--- src/rtl/rx_slicer_aligner.sv ---
`default_nettype none
// +----------------------------------------------------------------------------+
// | rx_slicer_aligner: hysteresis slicer + K28.5 comma hunt/lock word aligner.   |
// | Optional: RX_ALIGN_ERR_CNT_EN adds err_clr / err_total misalignment counter. |
// | Rev 1.0                                                                    |
// +----------------------------------------------------------------------------+
module rx_slicer_aligner #(
  parameter int                LEVEL_W    = 8,
  parameter int                THRESHOLD  = 128,
  parameter int                HYST       = 8,
  parameter int                WORD_W     = 10,
  parameter logic [WORD_W-1:0] COMMA      = 10'b0011111010,
  parameter int                LOCK_CNT   = 3,
  parameter int                UNLOCK_ERR = 4
) (
  input  logic               clk,
  input  logic               rst,
  input  logic [LEVEL_W-1:0] level_in,
  input  logic               level_valid,
`ifdef RX_ALIGN_ERR_CNT_EN
  input  logic               err_clr,
  output logic [15:0]        err_total,
`endif
  output logic               bit_out,
  output logic [WORD_W-1:0]  data_out,
  output logic               data_valid,
  output logic               comma_det,
  output logic               locked
);

  localparam int CNT_W = $clog2(WORD_W);
  localparam int CC_W  = $clog2(LOCK_CNT + 1);
  localparam int EC_W  = $clog2(UNLOCK_ERR + 1);
  localparam logic [CNT_W-1:0] LAST_POS = CNT_W'(WORD_W - 1);
  localparam logic [LEVEL_W:0] HI_BOUND = (LEVEL_W+1)'(THRESHOLD + HYST);
  localparam bit               LO_EN    = (THRESHOLD >= HYST);
  localparam logic [LEVEL_W:0] LO_BOUND = LO_EN ? (LEVEL_W+1)'(THRESHOLD - HYST) : '0;

  typedef enum logic [1:0] {
    S_HUNT   = 2'd0,
    S_VERIFY = 2'd1,
    S_LOCKED = 2'd2
  } state_e;

  state_e              state_q, state_d;
  logic                bit_q, bit_d;
  logic                bit_vld_q, bit_vld_d;
  logic [WORD_W-2:0]   hist_q, hist_d;
  logic [CNT_W-1:0]    cnt_q, cnt_d;
  logic [CC_W-1:0]     comma_cnt_q, comma_cnt_d;
  logic [EC_W-1:0]     err_cnt_q, err_cnt_d;
  logic [WORD_W-1:0]   data_q, data_d;
  logic                data_valid_q, data_valid_d;
  logic                comma_det_q, comma_det_d;

  logic [LEVEL_W:0]    lvl_ext;
  logic [WORD_W-1:0]   window;
  logic                match;
  logic                boundary;
  logic                lock_miss;
  logic [CC_W-1:0]     comma_cnt_inc;
  logic [EC_W-1:0]     err_cnt_inc;

  assign lvl_ext = {1'b0, level_in};

  always_comb begin
    bit_d     = bit_q;
    bit_vld_d = level_valid;
    if (level_valid) begin
      if (lvl_ext >= HI_BOUND) begin
        bit_d = 1'b1;
      end else if (LO_EN && (lvl_ext <= LO_BOUND)) begin
        bit_d = 1'b0;
      end
    end
  end

  // The sliced bit is registered first; the aligner consumes it one clock
  // later, paced by the delayed valid, so the two stages stay in lockstep.
  assign window        = {hist_q, bit_q};
  assign match         = (window == COMMA) || (window == ~COMMA);
  assign boundary      = (cnt_q == LAST_POS);
  assign lock_miss     = bit_vld_q && (state_q == S_LOCKED) && match && !boundary;
  assign comma_cnt_inc = comma_cnt_q + 1'b1;
  assign err_cnt_inc   = err_cnt_q + 1'b1;

  always_comb begin
    state_d      = state_q;
    hist_d       = hist_q;
    cnt_d        = cnt_q;
    comma_cnt_d  = comma_cnt_q;
    err_cnt_d    = err_cnt_q;
    data_d       = data_q;
    data_valid_d = 1'b0;
    comma_det_d  = 1'b0;
    if (bit_vld_q) begin
      hist_d = window[WORD_W-2:0];
      cnt_d  = boundary ? '0 : cnt_q + 1'b1;
      case (state_q)
        S_HUNT: begin
          if (match) begin
            cnt_d       = '0;
            comma_cnt_d = CC_W'(1);
            state_d     = S_VERIFY;
          end
        end
        S_VERIFY: begin
          if (match && boundary) begin
            comma_det_d = 1'b1;
            comma_cnt_d = comma_cnt_inc;
            if (comma_cnt_inc == CC_W'(LOCK_CNT)) begin
              err_cnt_d = '0;
              state_d   = S_LOCKED;
            end
          end else if (match) begin
            comma_cnt_d = '0;
            state_d     = S_HUNT;
          end
        end
        S_LOCKED: begin
          if (boundary) begin
            data_d       = window;
            data_valid_d = 1'b1;
          end
          if (match && boundary) begin
            comma_det_d = 1'b1;
            err_cnt_d   = '0;
          end else if (lock_miss) begin
            err_cnt_d = err_cnt_inc;
            if (err_cnt_inc == EC_W'(UNLOCK_ERR)) begin
              comma_cnt_d = '0;
              state_d     = S_HUNT;
            end
          end
        end
        default: state_d = S_HUNT;
      endcase
    end
  end

  always_ff @(posedge clk) begin
    if (rst) begin
      state_q      <= S_HUNT;
      bit_q        <= 1'b0;
      bit_vld_q    <= 1'b0;
      hist_q       <= '0;
      cnt_q        <= '0;
      comma_cnt_q  <= '0;
      err_cnt_q    <= '0;
      data_q       <= '0;
      data_valid_q <= 1'b0;
      comma_det_q  <= 1'b0;
    end else begin
      state_q      <= state_d;
      bit_q        <= bit_d;
      bit_vld_q    <= bit_vld_d;
      hist_q       <= hist_d;
      cnt_q        <= cnt_d;
      comma_cnt_q  <= comma_cnt_d;
      err_cnt_q    <= err_cnt_d;
      data_q       <= data_d;
      data_valid_q <= data_valid_d;
      comma_det_q  <= comma_det_d;
    end
  end

`ifdef RX_ALIGN_ERR_CNT_EN
  logic [15:0] err_total_q, err_total_d;

  always_comb begin
    err_total_d = err_total_q;
    if (err_clr) begin
      err_total_d = '0;
    end else if (lock_miss && (err_total_q != 16'hFFFF)) begin
      err_total_d = err_total_q + 16'd1;
    end
  end

  always_ff @(posedge clk) begin
    if (rst) begin
      err_total_q <= '0;
    end else begin
      err_total_q <= err_total_d;
    end
  end

  assign err_total = err_total_q;
`endif

  assign bit_out    = bit_q;
  assign data_out   = data_q;
  assign data_valid = data_valid_q;
  assign comma_det  = comma_det_q;
  assign locked     = (state_q == S_LOCKED);

endmodule
`default_nettype wire

--- config.mk ---
export PLATFORM = sky130hd
export DESIGN_NAME = rx_slicer_aligner
export DESIGN_NICKNAME = d
export VERILOG_FILES = /design/src/rtl/rx_slicer_aligner.sv
export SDC_FILE = /design/constraint.sdc
export NUM_CORES = 1
export LEC_CHECK = 0
export CAP_MARGIN = 10
export CORE_MARGIN = 2
export CORE_UTILIZATION = 53
export DETAILED_ROUTE_END_ITERATION = 8
export PLACE_DENSITY = 0.86
export SETUP_SLACK_MARGIN = 0.3
export SYNTH_ARGS = -nofsm -noshare
export SYNTH_HDL_FRONTEND = slang
export SYNTH_SLANG_ARGS = --single-unit
--- constraint.sdc ---
create_clock -name clk -period 2.49 [get_ports clk]
set_input_delay 0.3735 -clock clk [delete_from_list [all_inputs] [get_ports clk]]
set_output_delay 0.3735 -clock clk [all_outputs]
set_load 0.005 [all_outputs]
==> out/results.txt <==
run status -> finished, final reports clean
Primary FF master, synth -> dfxtp_1
CTS buffer count -> 5
Yosys top cell by area -> dfxtp_1
HP Class -> reg2reg
Avg WL per Cell -> 13.9 um
largest family of logic cells by synthesized area -> simple AND/OR/NAND/NOR gates
Slew Limit Headroom -> 0.560
CP endpoint kind -> flip-flop
PwrDens -> 499 mW/mm^2
Synth Cell Area -> 0.00165 sq mm
CP Data Required Time -> 2.76 ns
number of global-route vias before repair -> 1416
Critical path origin -> hist_q[4]
GRT Resource Usage Total -> 0.220
synth top area cells -> dfxtp_1 (41%), nand2_1 (6.2%), mux2i_1 (6.1%)
post-synthesis simple-gate area fraction -> 0.263
Vias/cell -> 6.03
initial antenna violation count -> 0
Final Wtd Congestion -> 0.790
Die X -> 59.8 um
Slew Viols, Final -> 0
number of synthesized register bits -> 34
die footprint -> 0.00357 sq mm
clk_skew -> 0.0120 ns
Reg2Reg Depth -> 5
crit path max fanout -> 3
XOR/XNOR Fraction of Synth Area -> 0.00532
FF-to-FF Start -> hist_q[4]
register area -> 683 sq um
Max Freq -> 445 MHz
FFs w/ async S/R, synth -> 0
I/O pins -> 25
row cnt -> 20
Worst Max-Slew Pin Slew -> 0.652 ns
Yosys top cell area share -> 0.413
Syn Inst Count -> 189
GRT overflow -> 0
Startpoint Class -> flip-flop
Synth Area in Compound Gates -> 0.178
placed cells -> 240
Clock Sinks -> 34
MaxCap Viol Count -> 0
post-route ant nets -> 0
mux contribution to synthesized area -> 0.0607
Period minus WS final -> 2.25 ns
core area -> 0.00300 sq mm
setup TNS -> 0 ns
VDD IR max -> 0.329 mV
Post-DP Area -> 0.00192 sq mm
RSZ-0062 raised after global routing -> true
final instance area -> 0.00204 sq mm
Syn. warnings -> 0
Initial Util -> 0.549
Critical path destination -> err_cnt_q[1]
Final Hold Viols -> 0
Layout area overhead -> 23.6%
CTS root buf -> clkbuf_4
wirelength, routed -> 3480 um
Final Setup Violations -> 0
final hold slack -> 0.468 ns
Clock Path Buffers -> 2
First DRT Iteration DRCs -> 31
Final nets -> 234
Multi-input gate area -> 922 sq um
leakage power -> 0.693 nW
fill cell count -> 235
clock slew at reported path FFs -> 0.12 ns
detailed-route DRC error count -> 0
clk_lat worst skew -> 0.34 ns
register area share after synthesis -> 0.413
drt first pass iters -> 8
Cell variety after synth -> 47
pin count of the biggest net entering global routing -> 32
r2r setup slk -> 0.24 ns
Net Count, Synth -> 206
Tcrit/Tclk final -> 0.903
Post-synth EDFFs -> 0
Ant. Diodes -> 0
IO buf count -> 24
Die Height -> 59.8 um
worst path arrival time -> 2.52 ns
HPWL after DPL -> 2420 um
WS Path Type -> reg2reg
H-tree levels -> 2
number of vias in the routed layout -> 1513
first-pass GRT wire length -> 6050 um
CTS tree -> yes
post-route non-filler standard cell count -> 251
reg-to-reg endpoint -> err_cnt_q[1]
fraction of the mapped netlist area in adder cells -> 0.0456
fraction of layout cells with a size suffix above 1 -> 0.0963
average cell area after synthesis -> 8.72 sq um
==> critical path, cell delays in order (launching register included) <==
cell and delay [ns]:
dfxtp_2 0.34, or4_4 0.57, or3_4 0.39, a31o_1 0.22
or4b_1 0.48, a31oi_1 0.18
==> cells in the final DEF (no fill, tap or decap), types with 2 or more instances in the layout <==
master | netlist | routed
nand4bb_1 | 2 | 2
nand4_1 | 3 | 3
dfxtp_1 | 34 | 32
a21oi_1 | 18 | 18
mux2i_1 | 10 | 10
o21ai_1 | 4 | 4
or4_1 | 2 | 2
nor3_1 | 4 | 4
nor2_1 | 13 | 13
buf_4 | 0 | 6
clkbuf_4 | 0 | 5
nand2_1 | 27 | 27
nor4_1 | 2 | 2
inv_1 | 6 | 6
dfxtp_2 | 0 | 2
o311a_1 | 2 | 2
nand2b_1 | 4 | 4
nand3_1 | 4 | 4
clkinvlp_4 | 0 | 2
o21ai_0 | 6 | 6
o211ai_1 | 2 | 2
nor2b_1 | 4 | 4
o2111ai_1 | 2 | 2
ha_1 | 6 | 6
clkdlybuf4s50_1 | 0 | 24
==> power breakdown <==
| group | total, W | switching (W) | internal, W |
|---|---|---|---|
| Clock | 0.000410 | 0.000199 | 0.000211 |
| Sequential | 0.000557 | 0.00000903 | 0.000548 |
| Combinational | 0.0000500 | 0.0000213 | 0.0000287 |
| Total | 0.00102 | 0.000230 | 0.000787 |
==> how the worst min path moves through the flow <==
stage / startpoint / end / slack (ns) / cells after the start
6_report: data_out[2] / data_out[2] / 0.47 / 2
2_1_floorplan: data_out[0] / data_out[0] / 0.45 / 2
4_1_cts: data_out[0] / data_out[0] / 0.47 / 2
3_3_place_gp: data_out[5] / data_out[5] / 0.44 / 2
3_5_place_dp: data_out[0] / data_out[0] / 0.45 / 2
5_1_grt: data_out[3] / data_out[3] / 0.48 / 2
==> layout make-up <==
| class | instances | share of cell area |
|---|---|---|
| multi-input cells | 140 | 0.453 |
| flip-flops and latches | 34 | 0.335 |
| repair buffers | 30 | 0.140 |
| clock inverters | 3 | 0.0221 |
| well taps | 33 | 0.0203 |
| clock buffers | 5 | 0.0184 |
| inverters | 6 | 0.0111 |
==> logic make-up after synthesis <==
family | count (synthesis)
AO/OA/AOI/OAI | 46
multiplexers | 10
flip-flops | 34
buffers and inverters | 15
adder cells (fa/ha/maj) | 6
XOR/XNOR | 1
AND/OR/NAND/NOR | 77
==> flip-flops by register name, summed over array words and instances (netlist names) <==
register and flops:
bit_out 1, comma_det 1, bit_vld_q 1, comma_cnt_q 2, cnt_q 4, err_cnt_q 3
data_out 10, data_valid 1, hist_q 9, state_q 2
==> synth_stat cells (all sizes together), types with 2 or more instances <==
library cell,instances
nor2b,4
mux2i,10
nand4,3
o311a,2
o211ai,2
dfxtp,34
nand2b,4
inv,6
clkbuf,8
o2111ai,2
ha,6
nor4,2
nand4bb,3
nand2,27
o21ai,10
or4,3
a21oi,18
nor3,5
nand3,4
nor2,13
==> layer usage <==
layer	track usage	vias up	wire, um
met5	0	-	0
met4	0.0635	0	30
met3	0.0606	5	139
met2	0.374	33	1740
met1	0.271	721	1580
li1	-	754	-
==> stage by stage <==
| stage | power (W) | util | setup slack, ns |
|---|---|---|---|
| 6_report | 0.00102 | 0.678 | 0.241 |
| 5_1_grt | 0.00106 | 0.678 | 0.186 |
| 4_1_cts | 0.00103 | 0.675 | 0.293 |
| 3_5_place_dp | 0.000619 | 0.639 | 0.260 |
| 3_3_place_gp | 0.000618 | 0.639 | 0.304 |
| 2_1_floorplan | 0.000593 | - | 0.333 |
==> timing repair <==
action,CTS,global route
setup buffers,3,0
hold buffers,0,0
resized for setup,2,2
endpoints found under the setup margin,2,3
pin swaps,1,3
hold endpoints to repair,0,0
Power figures use the tool's default switching activity.
==> variant 1, RTL diff (same flow settings) <==
The 3 states of `state_e` get a one-hot encoding in 3 bits.
--- a/src/rtl/rx_slicer_aligner.sv
+++ b/src/rtl/rx_slicer_aligner.sv
@@ -36,10 +36,10 @@
   localparam bit               LO_EN    = (THRESHOLD >= HYST);
   localparam logic [LEVEL_W:0] LO_BOUND = LO_EN ? (LEVEL_W+1)'(THRESHOLD - HYST) : '0;
 
-  typedef enum logic [1:0] {
-    S_HUNT   = 2'd0,
-    S_VERIFY = 2'd1,
-    S_LOCKED = 2'd2
+  typedef enum logic [2:0] {
+    S_HUNT   = 3'b001,
+    S_VERIFY = 3'b010,
+    S_LOCKED = 3'b100
   } state_e;
 
   state_e              state_q, state_d;
Check against the original RTL: no difference found for any inputs over 10 cycles, from zero or initial values and one cycle with rst high; not proved beyond that.
==> variant 1 against the original RTL <==
- worst setup slack better by 0.14 ns
- total power is 9.2% lower
- first-iteration DRC count grew to 2.9 times the old value
- critical path depth is 2 lower
- final area is 2.7% higher
- critical path type is now flop to output port
- wire length is 14% higher
- die area is 6.6% higher
- clock skew is 0.0059 ns higher
- global-route usage is 2.6 points higher
- sequential share of layout area is 0.19 points higher
- clock power is 27% lower
- area after synthesis is 7.1% higher
- sequential cell count is 1 higher
==> variant 1: results <==
group,metric,value,unit
yosys,synth_fa_ha_area_share,2.13,%
place,place_worst_setup_slack,0.414,ns
yosys,seq_area_frac_synth,39.7,%
place,hpwl,2.83,mm
grt,grt_pass1_wl,6.82,mm
detailed_routing,first_pass_iters,4,
detailed_routing,vias,1518,
detailed_routing,wl_met1,1.69,mm
power_and_ir_drop,vdd_drop_max,0.333,mV
setup_path,rr_endpoint,"err_cnt_q[2]",
setup_path,r2r_start,"bit_out",
detailed_routing,dr_wl_met3,176,µm
setup_path,arrival,1.73,ns
grt,grt_max_degree,25,
yosys,synthTopCellsByCount,"dfxtp_1 (35), nor2_1 (27), mux2i_1 (21)",
yosys,synthTopCellsByArea,"dfxtp_1 (40%), mux2i_1 (12%), nor2_1 (5.7%)",
detailed_routing,routed_wirelength,3.96,mm
power_and_ir_drop,p_sw,0.223,mW
worst_hold_path,whs_endpoint,"comma_cnt_q[1]",
setup_path,regToRegSetupSlack,0.45,ns
grt,use_met3,5.38,%
detailed_routing,top_layer_used,"met4",
setup_path,crit_fanout,9,
power_and_ir_drop,powerDensity,441,mW/mm²
cells_and_area,n_fill_cell,267,
sta,maxSlewHeadroom,66.4,%
place,place_area,0.00201,mm²
detailed_routing,drt_iter0_drc,89,
yosys,synth_compound_area_share,17.8,%
sta,fin_skew,0.0179,ns
cells_and_area,largest_register_ffs,10,
detailed_routing,wl_met2,2.03,mm
grt,grt_use_met2,39.8,%
yosys,synthMuxAreaShare,11.9,%
yosys,synth-xor-area-share,0.496,%
power_and_ir_drop,power_leakage,0.827,nW
cells_and_area,drive_gt1_share,14.1,%
setup_path,slowest_delay,0.51,ns
yosys,synth_cell_types,49,
yosys,syn-num-nets,201,
grt,met1_usage,30.9,%
setup_path,slowest_stage,"clkdlybuf4s50_1",
cells_and_area,nNetsFinal,226,
status,status,"completed",
==> variant 1: cell families (layout without fill, tap and decap cells) <==
kind of cell	Yosys count	count (layout)
fa+ha+maj	3	3
buf+inv	15	41
flops	35	35
mux	21	21
compound gates	38	38
xor+xnor	1	1
simple gates	74	74
==> variant 1: worst max path at each step <==
stage,slack (ns),end,start
3_3_place_gp,0.48,locked,state_q[2]
3_5_place_dp,0.41,locked,state_q[2]
6_report,0.38,locked,state_q[1]
2_1_floorplan,0.58,comma_cnt_q[0],bit_out
4_1_cts,0.34,locked,state_q[2]
5_1_grt,0.30,locked,state_q[1]
==> variant 1: per-stage QoR <==
step / hold WS, ns / power (mW) / std cells
2_1_floorplan: 0.442 / 0.612 / 187
3_3_place_gp: 0.451 / 0.634 / 246
3_5_place_dp: 0.466 / 0.637 / 246
4_1_cts: 0.481 / 0.924 / 254
5_1_grt: 0.504 / 0.958 / 257
6_report: 0.479 / 0.924 / 257
==> variant 1: layout make-up <==
class                   instances  share of cell area [%]
multi-input cells             137                    47.1
repair buffers                 30                    13.6
well taps                      44                    2.63
clock inverters                 1                   0.239
clock buffers                   7                    2.15
flip-flops and latches         35                    33.7
inverters                       3                   0.538
==> variant 1: power by group through the flow <==
stage               clock network (mW)  logic, mW  registers, mW
finish                           0.300     0.0537          0.570
global route                     0.329     0.0582          0.571
CTS                              0.301     0.0535          0.569
detailed placement                   0     0.0534          0.583
global placement                     0     0.0517          0.582
floorplan                            0     0.0312          0.580
==> variant 1: timing repair <==
item / in CTS / in global routing
resized for setup: 5 / 0
setup endpoints to repair: 1 / 1
setup buffers: 0 / 3
==> variant 1: worst max-delay path, delay by kind of cell (launching register included) <==
kind          cells  cell delay (ns)
simple gates      2             0.49
flops             1             0.39
buf+inv           1             0.51
==> variant 2, RTL diff (config.mk and constraints unchanged) <==
Made on the original files. Change the parameter `THRESHOLD` from 128 to 64.
--- a/src/rtl/rx_slicer_aligner.sv
+++ b/src/rtl/rx_slicer_aligner.sv
@@ -6,7 +6,7 @@
 // +----------------------------------------------------------------------------+
 module rx_slicer_aligner #(
   parameter int                LEVEL_W    = 8,
-  parameter int                THRESHOLD  = 128,
+  parameter int                THRESHOLD  = 64,
   parameter int                HYST       = 8,
   parameter int                WORD_W     = 10,
   parameter logic [WORD_W-1:0] COMMA      = 10'b0011111010,
Function: changed (Yosys sat finds a counterexample within 4 cycles, from zero or initial values and one cycle with rst high).
==> variant 2 against the original RTL <==
- core utilization is 0.29 points lower
- total power is 7.8% lower
- sequential share of layout area is 0.21 points higher
- cell count is 0.80% higher
- final area is 0.43% lower
- wire length is 2.0% higher
- sequential cell count stayed put
- worst setup slack better by 0.031 ns
- clock skew is 0.0027 ns lower
- global-route usage hardly changed
- area after synthesis is 0.91% lower
- critical endpoint unchanged
==> variant 2: results <==
group,metric,value,unit
cells_and_area,nNetsFinal,236,
sta,maxSlewHeadroom,61.4,%
cells_and_area,n_fill_cell,245,
yosys,seq_area_frac_synth,41.7,%
detailed_routing,drt_iter0_drc,50,
grt,grt_pass1_wl,5.88,mm
detailed_routing,first_pass_iters,4,
detailed_routing,routed_wirelength,3.55,mm
sta,fin_skew,0.00924,ns
place,gp_congestion,0.861,
cells_and_area,inv_count,6,
yosys,synth_compound_area_share,17.5,%
clock_tree,cts.repair.resized,3,
setup_path,r2r_start,"hist_q[3]",
cells_and_area,buf_share,14.8,%
power_and_ir_drop,power_leakage,0.702,nW
yosys,synthTopCellsByCount,"dfxtp_1 (34), nand2_1 (27), a21oi_1 (18)",
clock_tree,ctsHtreeMaxLevel,2,
clock_tree,clock_path_buffers,2,
cells_and_area,drive_gt1_share,11.4,%
grt,antenna_found_initial,0,
cells_and_area,multi_input_area,916,µm²
power_and_ir_drop,vdd_drop_max,0.393,mV
place,hpwl,2.31,mm
detailed_routing,wl_met2,1.75,mm
yosys,ys_warn_count,0,
detailed_routing,wl_met1,1.58,mm
cells_and_area,nClkBuffers,6,
setup_path,regToRegSetupSlack,0.27,ns
clock_tree,clk_pin_slew,0.11,ns
yosys,synth_fa_ha_area_share,4.60,%
clock_tree,cts_root_buffer,"clkbuf_4",
clock_tree,cts_buffers,5,
grt,use_met3,5.46,%
worst_hold_path,whs_endpoint,"data_out[8]",
cells_and_area,num-nonclk-buffers,32,
cells_and_area,clk_share,3.15,%
cells_and_area,seq_share,33.7,%
sta,holdWs,0.459,ns
worst_hold_path,min_path_type,"flop to flop",
detailed_routing,vias,1478,
yosys,synth-xor-area-share,0.536,%
setup_path,arrival,2.49,ns
yosys,synthArstFlopShare,0,%
setup_path,r2r_cells,5,
grt,met1_usage,27.2,%
detailed_routing,top_layer_used,"met4",
grt,grt_max_degree,32,
grt,globalRouteTotalUtil,22.0,%
worst_hold_path,holdPathStages,2,
setup_path,rr_endpoint,"err_cnt_q[1]",
status,status,"completed",
yosys,synth_cell_types,46,
grt,grt_use_met2,35.5,%
yosys,synthMuxAreaShare,6.13,%
grt,grt_pass1_vias,1337,
yosys,synthTopCellsByArea,"dfxtp_1 (42%), nand2_1 (6.2%), mux2i_1 (6.1%)",
detailed_routing,dr_wl_met3,157,µm
worst_hold_path,min_from,"data_out[8]",
## variant 2: changes by cell type after synthesis
cell and delta:
nand4bb_4 -1, nand3b_1 +1, o41a_1 -1, o21ai_1 -3, nand4bb_1 +1, or3_1 +1, o31a_1 +1, o21ai_0 +2
nor3_1 -1
## variant 2: stage by stage
step | setup WS (ns) | instance area [µm²] | utilization, % | std cells
finish | 0.272 | 2030 | 67.5 | 253
CTS | 0.289 | 2000 | 66.5 | 251
global route | 0.266 | 2030 | 67.5 | 253
global placement | 0.295 | 1900 | 63.4 | 240
floorplan | 0.333 | 1630 | - | 189
detailed placement | 0.237 | 1900 | 63.4 | 240
## variant 2: worst max-delay path: stages, from the launching register on
cell,delay (ns)
dfxtp_2,0.34
or4_4,0.57
or3_4,0.39
a31o_1,0.22
or4b_1,0.47
a31oi_1,0.15
## variant 2: report_power, final
group | internal [mW] | switching [mW]
Clock | 0.136 | 0.194
Combinational | 0.0291 | 0.0237
Sequential | 0.548 | 0.00701
